**src/rtl/commit_trace_buffer.sv**
```systemverilog
// Commit trace buffer: queues per-cycle commit events for a trace consumer
// and keeps run statistics (cycles, instructions, I/D cache requests/hits).
// Ports:
//   clk, rst (sync, active-high)
//   commit taps: reg_write, write_reg, write_data, mem_read, mem_write,
//     mem_addr, mem_data_in, mem_data_out, halt
//   cache strobes: icache_req, icache_hit, dcache_req, dcache_hit
//   drain: out_valid, out_ready, out_entry
//   status: overflow, drop_count, done
//   statistics: cycle_count, inst_count, ic_req_count, ic_hit_count,
//     dc_req_count, dc_hit_count
module commit_trace_buffer #(
  parameter int DEPTH = 8,
  parameter int CNT_W = 32
) (
  input  logic             clk,
  input  logic             rst,
  input  logic             reg_write,
  input  logic [2:0]       write_reg,
  input  logic [15:0]      write_data,
  input  logic             mem_read,
  input  logic             mem_write,
  input  logic [15:0]      mem_addr,
  input  logic [15:0]      mem_data_in,
  input  logic [15:0]      mem_data_out,
  input  logic             halt,
  input  logic             icache_req,
  input  logic             icache_hit,
  input  logic             dcache_req,
  input  logic             dcache_hit,
  output logic             out_valid,
  input  logic             out_ready,
  output logic [54:0]      out_entry,
  output logic             overflow,
  output logic [CNT_W-1:0] drop_count,
  output logic [CNT_W-1:0] cycle_count,
  output logic [CNT_W-1:0] inst_count,
  output logic [CNT_W-1:0] ic_req_count,
  output logic [CNT_W-1:0] ic_hit_count,
  output logic [CNT_W-1:0] dc_req_count,
  output logic [CNT_W-1:0] dc_hit_count,
  output logic             done
);

  localparam int AW = $clog2(DEPTH);
  localparam logic [AW:0] P1 = 1;
  localparam logic [CNT_W-1:0] C1 = 1;

  typedef enum logic [1:0] {RUN, HALTED, FIN} state_t;

  state_t state, state_nx;

  logic [54:0] mem [DEPTH];
  logic [AW:0] wp, rp, rp_nx;
  logic [54:0] entry;
  logic        empty, full, run, evt;
  logic        push, pop, wr, drop;

  // Wrap bit differs with equal index bits: every slot holds data.
  assign empty = (wp == rp);
  assign full  = (wp[AW] != rp[AW]) &&
                 (wp[AW-1:0] == rp[AW-1:0]);

  assign run  = (state == RUN);
  assign evt  = reg_write | mem_read | mem_write | halt;
  assign push = run & evt;
  assign pop  = ~empty & out_ready;
  // A full FIFO still takes the entry if the head leaves this cycle.
  assign wr   = push & (~full | pop);
  assign drop = push & full & ~pop;

  assign rp_nx = pop ? rp + P1 : rp;

  assign entry = {
    halt, mem_write, mem_read, mem_addr,
    mem_write ? mem_data_in : mem_data_out,
    reg_write, write_reg, write_data
  };

  assign out_valid = ~empty;
  assign out_entry = empty ? '0 : mem[rp[AW-1:0]];
  assign done      = (state == FIN);

  always_comb begin
    state_nx = state;
    unique case (state)
      RUN:     if (halt) state_nx = HALTED;
      // No pushes once halted, so emptiness after this pop is final.
      HALTED:  if (rp_nx == wp) state_nx = FIN;
      FIN:     state_nx = FIN;
      default: state_nx = RUN;
    endcase
  end

  always_ff @(posedge clk) begin
    if (wr) mem[wp[AW-1:0]] <= entry;
  end

  always_ff @(posedge clk) begin
    if (rst) begin
      state        <= RUN;
      wp           <= '0;
      rp           <= '0;
      overflow     <= 1'b0;
      drop_count   <= '0;
      cycle_count  <= '0;
      inst_count   <= '0;
      ic_req_count <= '0;
      ic_hit_count <= '0;
      dc_req_count <= '0;
      dc_hit_count <= '0;
    end else begin
      state <= state_nx;
      rp    <= rp_nx;
      if (wr) wp <= wp + P1;
      if (drop) begin
        overflow   <= 1'b1;
        drop_count <= drop_count + C1;
      end
      if (run) begin
        cycle_count <= cycle_count + C1;
        if (halt | reg_write | mem_write)
          inst_count <= inst_count + C1;
        if (icache_req) ic_req_count <= ic_req_count + C1;
        if (icache_hit) ic_hit_count <= ic_hit_count + C1;
        if (dcache_req) dc_req_count <= dc_req_count + C1;
        if (dcache_hit) dc_hit_count <= dc_hit_count + C1;
      end
    end
  end

endmodule

```
**config.mk**
```make
export PLATFORM = sky130hd
export DESIGN_NAME = commit_trace_buffer
export DESIGN_NICKNAME = d
export VERILOG_FILES = /design/src/rtl/commit_trace_buffer.sv
export SDC_FILE = /design/constraint.sdc
export NUM_CORES = 1
export LEC_CHECK = 0
export ABC_AREA = 1
export BUFFER_PORTS_ARGS = -buffer_cell sky130_fd_sc_hd__clkbuf_2
export CAP_MARGIN = 20
export CORE_MARGIN = 1
export CORE_UTILIZATION = 63
export DETAILED_ROUTE_END_ITERATION = 16
export PLACE_DENSITY_LB_ADDON = 0.08
export SLEW_MARGIN = 20
export SYNTH_ARGS = -nofsm -noshare
export SYNTH_HDL_FRONTEND = slang
export SYNTH_SLANG_ARGS = --single-unit
```
**constraint.sdc**
```tcl
create_clock -name clk -period 11.5 [get_ports clk]
set_input_delay 2.875 -clock clk [delete_from_list [all_inputs] [get_ports clk]]
set_output_delay 2.875 -clock clk [all_outputs]
set_load 0.005 [all_outputs]
```
; After elaboration in Yosys (flattened, before gate mapping)
; Memory sizes are Yosys's and may differ from the RTL's. A register that Yosys moved wholly into a read port is not among the register bits.
; Cells that the tools add are included.
[word_totals]
n_memories = 1
mem_bits_rw = 440
register_bits = 235
out_inout_bits = 282
word_cells = 60
[memory_table]
columns = memory, depth, width, read_ports, rd_ports_with_merged_regs, write_ports, line_no
row1 = mem, 8, 55, 1, 1, 1, 53  ; logic [54:0] mem [DEPTH];
[classes]
n_addsub = 9
mux = 9
reduce_logical = 8
bitwise_logic = 14
n_eq_ne = 8
[op_table]
columns = cell, n
row1 = $add 32x1->32 const B, 7
row2 = $mux 55, 1
row3 = $mux 16, 1
row4 = $reduce_and 2->1, 6
row5 = $add 4x1->4 const B, 2
row6 = $eq 4x4->1, 2
row7 = $or 1x1->1, 6
row8 = $pmux 2 s3, 1
row9 = $and 1x1->1, 5
row10 = $mux 2, 2
row11 = $mux 4, 1
row12 = $ne 2x2->1 const B, 2
row13 = $eq 3x3->1, 1
row14 = $mux 3, 1
row15 = $not 1->1, 3
row16 = $eq 2x1->1 const B, 1
row17 = $eq 2x2->1 const B, 1
row18 = $logic_not 2->1, 1
row19 = $mux 1, 2
row20 = $logic_and 1x1->1, 1
row21 = $ne 1x1->1, 1

; Logic depth before layout (Yosys ltp)
[depth]
word_depth = 7
depth_mapped = 16
ltp_nobuf = 15

; Worst setup path after synthesis
; No wires, ideal clock.
[synth_path]
path_type = input-to-reg
from = input port mem_write
to = memory mem[1][0], enable pin
slack_ps = 4964
stages = 9
setup_ps = 468
required_ps = 11032
t_arrival_ps = 6068
cell_sequence = buf_2 inv_2 nand3_1 o21ai_1 nor2_2 inv_1 nor2_1 inv_1 nor2_1
[synth_via]
elab_chain_len = 6
[synth_lines]
columns = item, line_no
row1 = "start, declared", 22  ; input logic mem_write,
row2 = $or 1x1->1 (2 in series), 65  ; assign evt = reg_write | mem_read | mem_write | halt;
row3 = $and 1x1->1, 66  ; assign push = run & evt;
row4 = $and 1x1->1, 69  ; assign wr = push & (~full | pop);
row5 = $mux 1, 96  ; if (wr) mem[wp[AW-1:0]] <= entry;
row6 = $mux 1 (not written as such), 96
row7 = "end, declared", 53
; No other way between the ends.

; Final worst setup path
[layout_path]
from = register rp[1]
to = output port out_entry[20]
[layout_via]
elab_chain_len = 2
[layout_lines]
columns = item, line_no
row1 = "start, declared", 54  ; logic [AW:0] wp, rp, rp_nx;
row2 = "start signal, assigned", 114  ; rp <= rp_nx;
row3 = $eq 4x4->1, 60  ; assign empty = (wp == rp);
row4 = $mux 55, 81  ; assign out_entry = empty ? '0 : mem[rp[AW-1:0]];
row5 = "end, declared", 33  ; output logic [54:0] out_entry,
; No other way between the ends.

==> results_dict.tcl <==
set metrics [dict create \
    outcome "finished, final reports clean" \
    synth_top_family_by_area "simple AND/OR/NAND/NOR gates" \
    grt_pass1_wl_mm 116.3 \
    grt.busiest_layer "met2" \
    setup_violations 0 \
    dr_total_vias 23680 \
    holdPathStages 2 \
    synth.yosys.warnings 0 \
    nets 3500 \
    die_width_microns 216.9 \
    core_area_sq_um 45480 \
    regToRegEndpoint "drop_count[21]" \
    cts_made_buffers 70 \
    fmax_mhz 143.2 \
    critical_path.max_fanout 59 \
    ir_drop_mv 0.2771 \
    grt_usage 0.3118 \
    post_synth_xor_area_fraction 0.01837 \
    synth-edff-count 440 \
    use_met2 0.5259 \
    final_hold_viol_count 0 \
    period_share 0.6074 \
    total_leakage_power_nw 12.03 \
    clk_root_buffer_cell "sky130_fd_sc_hd__clkbuf_16" \
    cellPowerDensity_nw_per_um2 211.9 \
    avgViaCountPerCell 5.823 \
    synth_most_common_cell "sky130_fd_sc_hd__nor2_1" \
    num_rows 78 \
    die_height_microns 216.9 \
    dieArea_sq_um 47030 \
    detailed_place_hpwl_mm 45.02 \
    cp-start-kind "register" \
    setup.worst_path.class "register to output port" \
    synthSimpleGateAreaFrac 0.1890 \
    cts_hold_repair.buffers 0 \
    drv_slew 0 \
    unrepaired_setup_endpoints_after_global_routing "no" \
    clk-insertion-delay-late_ns 0.62 \
    timing.hold.worst_endpoint "cycle_count[8]" \
    max_slew.worst_pin.slew_ns 1.080 \
    antenna_violating_nets_post_route 0 \
    clkTransAtPathRegs_ns 0.06 \
    resized_gates_after_cts 0 \
    yosys_register_bits 675 \
    fill_cell_total_of_the_finished_layout 3335 \
    synthFlopType "sky130_fd_sc_hd__edfxtp_1" \
    ys_async_sr_fraction 0 \
    finish.instance_area_sq_um 33570 \
    netlist.top_cell.by_area "sky130_fd_sc_hd__edfxtp_1" \
    tritoncts_clock_tree "done" \
    drive_gt1_frac 0.1527 \
    finish.utilization 0.7381 \
    boundaryPins 360 \
    cts_htree_levels 3 \
    grt_antenna_before_repair 2 \
    netlist_cell_types 37 \
    reg2regPathDepth 11 \
    routed_wirelength_mm 73.72 \
    detail_route.wl_per_cell_microns 18.13 \
    max-cap-violations 0 \
    pre_cts_slack_ns 5.187 \
    post_cts_buffers 0 \
    synth-seq-area-share 0.6161 \
    starting_utilization_of_the_core_area 0.6395 \
    r2r_setup_slack_ns 7.60 \
    post_synth_main_area_contributors "sky130_fd_sc_hd__edfxtp_1 45%, sky130_fd_sc_hd__dfxtp_1 16%, sky130_fd_sc_hd__nor2_1 7.1%" \
    gr-total-overflow 0 \
    gr-usage-met1 0.3939 \
    synth_top_cells_by_count "550 x sky130_fd_sc_hd__nor2_1, 440 x sky130_fd_sc_hd__edfxtp_1, 422 x sky130_fd_sc_hd__nand2_1, 378 x sky130_fd_sc_hd__o21ai_0, 237 x sky130_fd_sc_hd__inv_1" \
    dp_cells 3938 \
    syn_area_sq_um 29080 \
    post_route_drc_violation_count 0 \
    detail_route.first_pass.iterations 5 \
    hold_path_startpoint "cycle_count[8]" \
    place.gp.congestion 0.9260 \
    finalWorstSetupSlack_ns 4.515 \
    grt_start_max_net_pins 115 \
    port-buffer-count 359 \
    slew_headroom 0.2798 \
    synth_adder_area_share 0.005163 \
    rr_startpoint "rp[1]" \
    yosys-mux-area-fraction 0 \
    first_global_vias 22670 \
    setup_total_negative_slack_ns 0 \
    synth_compound_area_frac 0.1222 \
    worst_ep_arrival_time_ns 4.11 \
    finalClockSkew_ns 0.01131 \
    hold_path.class "register to register" \
    max-clock-path-buffers 3 \
    syn_area_per_cell_sq_um 9.415 \
    crit_path_end_kind "output port" \
    final_cell_count_no_fill 4067 \
    critPathRequiredTime_ns 8.63 \
    mappedNetlistNets 3179 \
    post-synth-top-area-fraction 0.4543 \
    detailedRoute.firstIterationViolations 2226 \
    post_dp_cell_area_sq_um 31330 \
    syn-instance-count 3089 \
    synthToLayoutAreaGrowth_pct 15.42 \
    groute.layer.met3.usage 0.06122 \
    clock-sinks 675 \
    min_period_ns 6.985 \
]
area by class of cell:
cell class                      count  area (sq um)  share of cell area
Clock inverter                     29         270.3            0.008051
Timing Repair Buffer              376          1931             0.05751
Sequential cell                   675         17920              0.5340
Inverter                          246         932.1             0.02777
Antenna cell                        2         5.005           0.0001491
Tap cell                          600         750.7             0.02236
Clock buffer                       98          1959             0.05837
Multi-Input combinational cell   2041          9796              0.2918
registers in the layout, indices dropped and copies added, names as in the netlist:
| name | cells |
|---|---|
| dc_hit_count | 32 |
| cycle_count | 32 |
| mem | 440 |
| inst_count | 32 |
| ic_req_count | 32 |
| overflow | 1 |
| wp | 4 |
| state | 2 |
| ic_hit_count | 32 |
| drop_count | 32 |
| dc_req_count | 32 |
| rp | 4 |
critical path, stage by stage (launching register included):
cell,delay (ns)
sky130_fd_sc_hd__dfxtp_4,0.83
sky130_fd_sc_hd__clkinv_2,0.78
sky130_fd_sc_hd__nand2_1,0.23
sky130_fd_sc_hd__nand2_1,0.07
sky130_fd_sc_hd__nor2_1,0.17
sky130_fd_sc_hd__nand2_2,0.36
sky130_fd_sc_hd__buf_4,0.46
sky130_fd_sc_hd__o21ai_0,0.18
sky130_fd_sc_hd__a31oi_1,0.13
sky130_fd_sc_hd__clkbuf_2,0.21
report_power, final:
part           leakage (nW)  internal, mW  switching [mW]
combinational          5.03         0.573            1.33
clock                  1.09          1.27           0.932
sequential             5.91          2.88           0.127
total                  12.0          4.73            2.39
per-stage QoR:
step	hold WS (ns)	total power, mW
final	0.4670	7.115
after global routing	0.4869	7.453
after CTS	0.4728	7.139
after detailed placement	0.4633	4.949
after global placement	0.4509	4.883
after floorplan	0.4531	4.202
cell families after synthesis:
group / Yosys count
AOI/OAI and AO/OA: 673
xor gates and xnor gates: 61
adders and majority gates: 12
buffers and inverters: 373
DFF: 675
and+or+nand+nor: 1295
how the worst max path moves through the flow:
stage,startpoint,to,depth (start not counted)
4_1_cts,rp[1],out_entry[20],9
3_5_place_dp,rp[1],out_entry[20],9
6_report,rp[1],out_entry[20],9
3_3_place_gp,rp[1],out_entry[4],9
2_1_floorplan,mem_write,mem[1][0],9
5_1_grt,rp[1],out_entry[20],9
layout by cell type (no fill, tap or decap), drive strengths merged, types with 60 or more instances in the layout:
cell / instances
nor2: 574
clkbuf: 456
a21oi: 161
edfxtp: 440
dfxtp: 235
o21ai: 381
inv: 246
nand2: 425
nand4: 60
nand3: 86
nor3: 114
layer usage:
| metal | part of all wire | vias to the layer above |
|---|---|---|
| li1 | - | 11330 |
| met1 | 0.41 | 11210 |
| met2 | 0.48 | 979 |
| met3 | 0.078 | 171 |
| met4 | 0.032 | 2 |
| met5 | 0.00018 | - |
(Power assumes the default switching activity.)
